[src/rtl/wifi_tx_frame_scheduler_pkg.sv]
// ============================================================================
// wifi_tx_frame_scheduler_pkg
// Shared types for the Wi-Fi TX frame scheduler: FSM states and queue owner.
// Revision: 1.0
// ============================================================================
`default_nettype none

package wifi_tx_frame_scheduler_pkg;

    typedef enum logic [2:0] {
        ST_IDLE  = 3'd0,
        ST_FETCH = 3'd1,
        ST_LOAD  = 3'd2,
        ST_SHIFT = 3'd3,
        ST_GAP   = 3'd4
    } sched_state_t;

    typedef enum logic {
        OWNER_CTRL = 1'b0,
        OWNER_DATA = 1'b1
    } owner_t;

    localparam int REQ_CTRL_IDX = 0;
    localparam int REQ_DATA_IDX = 1;

endpackage

`default_nettype wire

[src/rtl/wifi_tx_frame_scheduler_arbiter.sv]
// ============================================================================
// wifi_tx_sched_arbiter
// Control-priority arbiter; data wins once control has used its run budget.
// Revision: 1.0
// ============================================================================
`default_nettype none

module wifi_tx_sched_arbiter
    import wifi_tx_frame_scheduler_pkg::*;
#(
    parameter int MAX_CTRL_RUN = 4,
    parameter int RUN_WIDTH    = 3
) (
    input  logic [1:0]           reqs,
    input  logic [RUN_WIDTH-1:0] ctrl_run,
    output owner_t               winner
);

    logic w_ctrl_starved_data;

    assign w_ctrl_starved_data = (ctrl_run == RUN_WIDTH'(MAX_CTRL_RUN));

    always_comb begin
        winner = OWNER_CTRL;
        if (reqs[REQ_DATA_IDX] && (!reqs[REQ_CTRL_IDX] || w_ctrl_starved_data)) begin
            winner = OWNER_DATA;
        end
    end

endmodule

`default_nettype wire

[src/rtl/wifi_tx_frame_scheduler.sv]
// ============================================================================
// wifi_tx_frame_scheduler
// Grants control/data frames, streams their words to the serializer, enforces IFS.
// Revision: 1.0
// ============================================================================
`default_nettype none

module wifi_tx_frame_scheduler
    import wifi_tx_frame_scheduler_pkg::*;
#(
    parameter int DATA_WIDTH   = 32,
    parameter int SIZE_WIDTH   = 16,
    parameter int IFS_CYCLES   = 16,
    parameter int MAX_CTRL_RUN = 4
) (
    input  logic                  clk,
    input  logic                  reset,
    input  logic                  req_ctrl,
    input  logic                  req_data,
    input  logic [SIZE_WIDTH-1:0] size_ctrl,
    input  logic [SIZE_WIDTH-1:0] size_data,
    output logic                  gnt_ctrl,
    output logic                  gnt_data,
    output logic                  rd_ctrl,
    output logic                  rd_data,
    input  logic [DATA_WIDTH-1:0] rdata_ctrl,
    input  logic [DATA_WIDTH-1:0] rdata_data,
    input  logic                  abort,
    output logic                  ser_valid,
    output logic [DATA_WIDTH-1:0] ser_data,
    output logic [5:0]            ser_nbits,
    output logic                  ser_last,
    input  logic                  ser_word_done,
    output logic                  busy,
    output logic                  owner,
    output logic                  frame_done
);

    localparam int RUN_W = $clog2(MAX_CTRL_RUN + 1);
    localparam int GAP_W = $clog2(IFS_CYCLES + 1);

    sched_state_t          state_q, state_d;
    logic [SIZE_WIDTH-1:0] rem_q, rem_d;
    logic [RUN_W-1:0]      ctrl_run_q, ctrl_run_d;
    logic [GAP_W-1:0]      gap_q, gap_d;
    owner_t                owner_q, owner_d;
    logic                  gnt_ctrl_q, gnt_ctrl_d;
    logic                  gnt_data_q, gnt_data_d;
    logic                  frame_done_q, frame_done_d;
    logic [DATA_WIDTH-1:0] ser_data_q, ser_data_d;
    logic [5:0]            ser_nbits_q, ser_nbits_d;
    logic                  ser_last_q, ser_last_d;

    owner_t                w_winner;
    logic                  w_req_any;
    logic [SIZE_WIDTH-1:0] w_size_sel;
    logic [DATA_WIDTH-1:0] w_rdata_sel;
    logic [5:0]            w_word_nbits;
    logic                  w_word_last;
    logic [SIZE_WIDTH-1:0] w_sent_bits;
    logic                  w_ser_valid;

    wifi_tx_sched_arbiter #(
        .MAX_CTRL_RUN (MAX_CTRL_RUN),
        .RUN_WIDTH    (RUN_W)
    ) u_arbiter (
        .reqs     ({req_data, req_ctrl}),
        .ctrl_run (ctrl_run_q),
        .winner   (w_winner)
    );

    assign w_req_any   = req_ctrl | req_data;
    assign w_size_sel  = (w_winner == OWNER_DATA) ? size_data : size_ctrl;
    assign w_rdata_sel = (owner_q == OWNER_DATA) ? rdata_data : rdata_ctrl;
    assign w_word_last = (rem_q <= SIZE_WIDTH'(DATA_WIDTH));
    assign w_word_nbits = w_word_last ? rem_q[5:0] : 6'(DATA_WIDTH);
    assign w_sent_bits = SIZE_WIDTH'(ser_nbits_q);

    always_comb begin
        state_d      = state_q;
        rem_d        = rem_q;
        ctrl_run_d   = ctrl_run_q;
        gap_d        = '0;
        owner_d      = owner_q;
        gnt_ctrl_d   = 1'b0;
        gnt_data_d   = 1'b0;
        frame_done_d = 1'b0;
        ser_data_d   = ser_data_q;
        ser_nbits_d  = ser_nbits_q;
        ser_last_d   = ser_last_q;
        w_ser_valid  = 1'b0;

        case (state_q)
            ST_IDLE: begin
                if (w_req_any) begin
                    owner_d = w_winner;
                    rem_d   = w_size_sel;
                    if (w_winner == OWNER_DATA) begin
                        gnt_data_d = 1'b1;
                        ctrl_run_d = '0;
                    end else begin
                        gnt_ctrl_d = 1'b1;
                        if (ctrl_run_q != RUN_W'(MAX_CTRL_RUN)) begin
                            ctrl_run_d = ctrl_run_q + RUN_W'(1);
                        end
                    end
                    // Zero-length frames complete at grant without touching the queue.
                    if (w_size_sel == '0) begin
                        frame_done_d = 1'b1;
                        state_d      = ST_GAP;
                    end else begin
                        state_d = ST_FETCH;
                    end
                end
            end
            ST_FETCH: begin
                state_d = abort ? ST_GAP : ST_LOAD;
            end
            ST_LOAD: begin
                if (abort) begin
                    state_d = ST_GAP;
                end else begin
                    w_ser_valid = 1'b1;
                    ser_data_d  = w_rdata_sel;
                    ser_nbits_d = w_word_nbits;
                    ser_last_d  = w_word_last;
                    state_d     = ST_SHIFT;
                end
            end
            ST_SHIFT: begin
                if (abort) begin
                    state_d = ST_GAP;
                end else if (ser_word_done) begin
                    rem_d = (rem_q > w_sent_bits) ? (rem_q - w_sent_bits) : '0;
                    if (ser_last_q) begin
                        frame_done_d = 1'b1;
                        state_d      = ST_GAP;
                    end else begin
                        state_d = ST_FETCH;
                    end
                end
            end
            ST_GAP: begin
                if (gap_q == GAP_W'(IFS_CYCLES - 1)) begin
                    state_d = ST_IDLE;
                end else begin
                    gap_d = gap_q + GAP_W'(1);
                end
            end
            default: begin
                state_d = ST_IDLE;
            end
        endcase
    end

    always_ff @(posedge clk or negedge reset) begin
        if (!reset) begin
            state_q      <= ST_IDLE;
            rem_q        <= '0;
            ctrl_run_q   <= '0;
            gap_q        <= '0;
            owner_q      <= OWNER_CTRL;
            gnt_ctrl_q   <= 1'b0;
            gnt_data_q   <= 1'b0;
            frame_done_q <= 1'b0;
            ser_data_q   <= '0;
            ser_nbits_q  <= '0;
            ser_last_q   <= 1'b0;
        end else begin
            state_q      <= state_d;
            rem_q        <= rem_d;
            ctrl_run_q   <= ctrl_run_d;
            gap_q        <= gap_d;
            owner_q      <= owner_d;
            gnt_ctrl_q   <= gnt_ctrl_d;
            gnt_data_q   <= gnt_data_d;
            frame_done_q <= frame_done_d;
            ser_data_q   <= ser_data_d;
            ser_nbits_q  <= ser_nbits_d;
            ser_last_q   <= ser_last_d;
        end
    end

    // The LOAD word bypasses the holding registers so the serializer sees it two cycles after word_done.
    assign ser_valid  = w_ser_valid;
    assign ser_data   = w_ser_valid ? w_rdata_sel  : ser_data_q;
    assign ser_nbits  = w_ser_valid ? w_word_nbits : ser_nbits_q;
    assign ser_last   = w_ser_valid ? w_word_last  : ser_last_q;

    assign rd_ctrl    = (state_q == ST_FETCH) && (owner_q == OWNER_CTRL);
    assign rd_data    = (state_q == ST_FETCH) && (owner_q == OWNER_DATA);
    assign gnt_ctrl   = gnt_ctrl_q;
    assign gnt_data   = gnt_data_q;
    assign frame_done = frame_done_q;
    assign busy       = (state_q != ST_IDLE);
    assign owner      = owner_q;

endmodule

`default_nettype wire

[config.mk]
export PLATFORM = sky130hd
export DESIGN_NAME = wifi_tx_frame_scheduler
export DESIGN_NICKNAME = d
export VERILOG_FILES = /design/src/rtl/wifi_tx_frame_scheduler_pkg.sv /design/src/rtl/wifi_tx_frame_scheduler_arbiter.sv /design/src/rtl/wifi_tx_frame_scheduler.sv
export SDC_FILE = /design/constraint.sdc
export NUM_CORES = 1
export LEC_CHECK = 0
export CAP_MARGIN = 20
export CORE_MARGIN = 1
export CORE_UTILIZATION = 40
export CTS_CLUSTER_SIZE = 16
export DETAILED_ROUTE_END_ITERATION = 16
export HOLD_SLACK_MARGIN = 0.06
export PLACE_DENSITY = 0.8
export SYNTH_ARGS = -nofsm -noshare
export SYNTH_HDL_FRONTEND = slang
export SYNTH_HIERARCHICAL = 1
export SYNTH_SLANG_ARGS = --single-unit
[constraint.sdc]
create_clock -name clk -period 2.5 [get_ports clk]
set_input_delay 0.75 -clock clk [delete_from_list [all_inputs] [get_ports clk]]
set_output_delay 0.75 -clock clk [all_outputs]
set_load 0.02 [all_outputs]
==> results.env <==
STATUS='finished, violations left'
FAILED_CHECKS='negative setup slack'
SETUP_VIOL_COUNT_FINAL=56
WORST-ENDPOINT-ARRIVAL_NS=2.51
DP.FINAL_HPWL_UM=9560
TIMING.CRITICAL_PATH.TO_TYPE='output pin'
GLOBAL_ROUTE.OVERFLOW_TOTAL=0
NUMCTSBUFFERS=9
CORE_AREA_UM2=9730
NUMCLOCKSINKS=70
CTS_TREE='yes'
PATH_MAX_FANOUT=4
CTS.PATH.MAX_BUFFERS=2
GRT_START_MAX_NET_PINS=56
AREA_OF_COMBINATIONAL_CELLS_WITH_MULTIPLE_INPUTS_UM2=2900
AVGVIACOUNTPERCELL=6.23
AVGROUTEDWIREPERCELL_UM=25.3
GRT_PASS1_WL_UM=25100
SYNTHESIS.INSTANCES=419
SEQ_AREA_UM2=1750
RSZ0062_AT_GRT='true'
DRTANTENNAVIOLNETS=0
WORSTSKEWPAIRLATENCY_NS=0.36
FRACTION_OF_LAYOUT_CELLS_WITH_A_SIZE_SUFFIX_ABOVE_1_PCT=41.4
CRITICALPATHCATEGORY='reg -> out'
MAX_VDD_DROP_mV=0.830
YS_DOMINANT_REG_CELL='sky130_fd_sc_hd__dfrtp_1'
DRT-PASS1-ITER-COUNT=5
POSTSYNTHREGISTERBITS=70
REPORT.FINAL.HOLD_VIOL_COUNT=0
ROUTED-VIA-COUNT=4975
CRITICAL-PATH-SLOWEST-CELL='sky130_fd_sc_hd__or4_4'
ELEMENT_TYPE_AT_THE_CRITICAL_PATH_START='flop'
POWER_DENSITY_nW_PER_UM2=1180
SYNTH_AREA_PER_CELL_UM2=9.50
CTSHTREEMAXLEVEL=3
HOLD_WS_NS=0.320
VIAS_IN_THE_FIRST_GLOBAL_ROUTE=4817
LAYOUT_SETUP_WS_NS=-0.759
DIE_WIDTH_UM=102
DRC=0
FLOW.AREA_GROWTH_FROM_SYNTHESIS_PCT=95.8
CLKTRANSATPATHREGS_NS=0.08
GRT_USE_TOTAL_PCT=32.5
AREA_OF_THE_DIE_UM2=10400
DIE-HEIGHT_UM=102
ROUTABILITYCONGESTION=0.929
ROWS=36
POST_SYNTH_INSTANCE_AREA_UM2=3980
PIN_COUNT=149
YOSYSWARNINGS=6
SYNTHARSTFLOPSHARE_PCT=100
WL_UM=20200
TIMING.FINAL.CRIT_PERIOD_NS=3.26
MIN_PATH_TYPE='in -> async'
FILL_CELLS=484
MAX_SLEW_MARGIN_PCT=54.8
TOTAL_POWER_uW=9160
IO_BUFFERS=148
CP_CELL_SEQUENCE='nor4_2 > nand2_1 > or4_4 > a211oi_4 > buf_4 > a21o_1 > buf_6'
TIMING.CRITICAL_PATH.REQUIRED_NS=1.75
EDFF_COUNT_SYNTH=0
MAPPEDNETLISTNETS=531
REGTOREGSETUPSLACK_NS=-0.25
LEAKAGE_POWER_OF_THE_DESIGN_uW=0.00337
FINAL_NETS=773
TIMING.CRITICAL_PATH.SLOWEST_CELL_DELAY_NS=0.46
HOLD_BUFS_INSERTED_AFTER_CTS=0
CLOCKROOTBUFFER='sky130_fd_sc_hd__clkbuf_8'
ANTENNA_VIOLATIONS_BEFORE_REPAIR=0
START_UTIL_PCT=40.9
YS_SEQ_AREA_SHARE_PCT=44.0
DRT_ITER0_DRC=405
SYNTH.DISTINCT_CELLS=69
CLOCK.FMAX_MHz=307
WORST_PIN_SLEW_NS=0.659
SKEW_NS=0.0177
MAXCAPVIOLCOUNT=0
FINAL-MAX-SLEW-VIOLATION-COUNT=0
TIMING.FINAL.CRIT_SHARE_PCT=130
ANTENNADIODECOUNT=0
-- what timing repair did --
item	4_1_cts	5_1_grt
cloned	8	3
buffers inserted	19	23
pin swaps	22	29
gates resized for setup	341	48
endpoints found under the setup margin	51	56
-- layout make-up --
type | count | share of cell area (%)
clock buffer | 10 | 1.64
clock inverter | 6 | 1.11
inverter | 12 | 0.738
multi-input combinational | 313 | 37.2
sequential | 70 | 22.5
tap | 133 | 2.13
timing repair buffer | 255 | 34.8
-- path summary, 6_finish.rpt --
path                             endpoint           from  cells past startpoint
hold reg to reg             ser_data_q[8]  ser_data_q[8]                      2
max in group asynchronous  ser_nbits_q[4]          reset                      2
min in group clk            ser_data_q[8]  ser_data_q[8]                      2
setup / recovery                 ser_last      rem_q[11]                      7
setup reg to reg                 rem_q[1]       rem_q[0]                     11
hold / removal              ser_data_q[4]          reset                      1
-- power by group --
group / switching [uW] / internal [uW]
sequential: 409 / 1590
clock: 486 / 562
combinational: 3290 / 2820
total: 4180 / 4980
-- registers in the layout, summed over array words and instances (netlist names) --
name	count
ser_data_q	32
rem_q	16
ser_nbits_q	6
gap_q	5
ctrl_run_q	3
state_q	3
frame_done	1
gnt_ctrl	1
gnt_data	1
owner	1
ser_last_q	1
-- per-stage QoR --
step | cells | setup slack (ns) | utilization [%] | setup TNS (ns) | area (um^2)
finish | 799 | -0.759 | 80.2 | -18.96 | 7800
detailed placement | 733 | -1.14 | 66.0 | -45.90 | 6420
global placement | 733 | -1.12 | 66.0 | -45.32 | 6420
CTS | 775 | -0.592 | 75.8 | -15.17 | 7370
global route | 799 | -0.795 | 80.2 | -20.20 | 7800
floorplan | 419 | -0.0899 | - | -2.60 | 4420
-- per-layer routing --
layer / vias up / share of wire, % / global-route usage (%) / wire length (um)
li1: 2023 / - / - / -
met1: 2396 / 34 / 35.8 / 6800
met2: 422 / 50 / 56.8 / 10200
met3: 134 / 8.2 / 7.66 / 1660
met4: 0 / 7.6 / 19.8 / 1540
met5: - / 0 / 0 / 0
-- cell usage after synthesis (5+ instances only) --
cell                       instances  area share (%)
sky130_fd_sc_hd__o21ai_0          49             6.2
sky130_fd_sc_hd__mux2i_1          46              12
sky130_fd_sc_hd__nor2_1           25             2.4
sky130_fd_sc_hd__nor4_1           10             1.6
sky130_fd_sc_hd__nand2_1          61             5.7
sky130_fd_sc_hd__o211ai_1          5            0.94
sky130_fd_sc_hd__dfrtp_1          70              44
sky130_fd_sc_hd__nor3_1            8             1.0
sky130_fd_sc_hd__a21oi_1          10             1.3
sky130_fd_sc_hd__inv_1            12             1.1
sky130_fd_sc_hd__a21o_1            5            0.94
sky130_fd_sc_hd__ha_1              9             2.8
sky130_fd_sc_hd__clkbuf_1         18             1.7
-- cells in the final DEF (no fill, tap or decap), types with 8 or more instances in the layout --
master                            count
sky130_fd_sc_hd__a21oi_1              9
sky130_fd_sc_hd__buf_12               9
sky130_fd_sc_hd__buf_4               71
sky130_fd_sc_hd__buf_6               55
sky130_fd_sc_hd__clkbuf_8             9
sky130_fd_sc_hd__clkdlybuf4s50_1    102
sky130_fd_sc_hd__dfrtp_1             69
sky130_fd_sc_hd__ha_1                 8
sky130_fd_sc_hd__inv_1               10
sky130_fd_sc_hd__mux2i_1             46
sky130_fd_sc_hd__nand2_1             24
sky130_fd_sc_hd__nand2_2              9
sky130_fd_sc_hd__nand2_4             28
sky130_fd_sc_hd__nor2_1              24
sky130_fd_sc_hd__o21ai_0             10
sky130_fd_sc_hd__o21ai_4             33
-- kinds of logic (layout without fill, tap and decap cells) --
group | after synthesis | count (layout) | synth area share (%)
DFF | 70 | 70 | 44.0
xor gates and xnor gates | 4 | 4 | 0.880
and+or+nand+nor | 137 | 137 | 16.7
AOI/OAI and AO/OA | 113 | 114 | 19.0
muxes | 48 | 48 | 12.1
adders and majority gates | 10 | 10 | 3.33
buffers and inverters | 37 | 283 | 3.96
-- critical path: cells and delay by family, from the launching register on --
kind / cells / cell delay [ns]
simple gates: 3 / 0.89
compound gates: 2 / 0.51
flops: 1 / 0.41
buf+inv: 2 / 0.34
No activity file was read; power rests on OpenSTA's default activity.
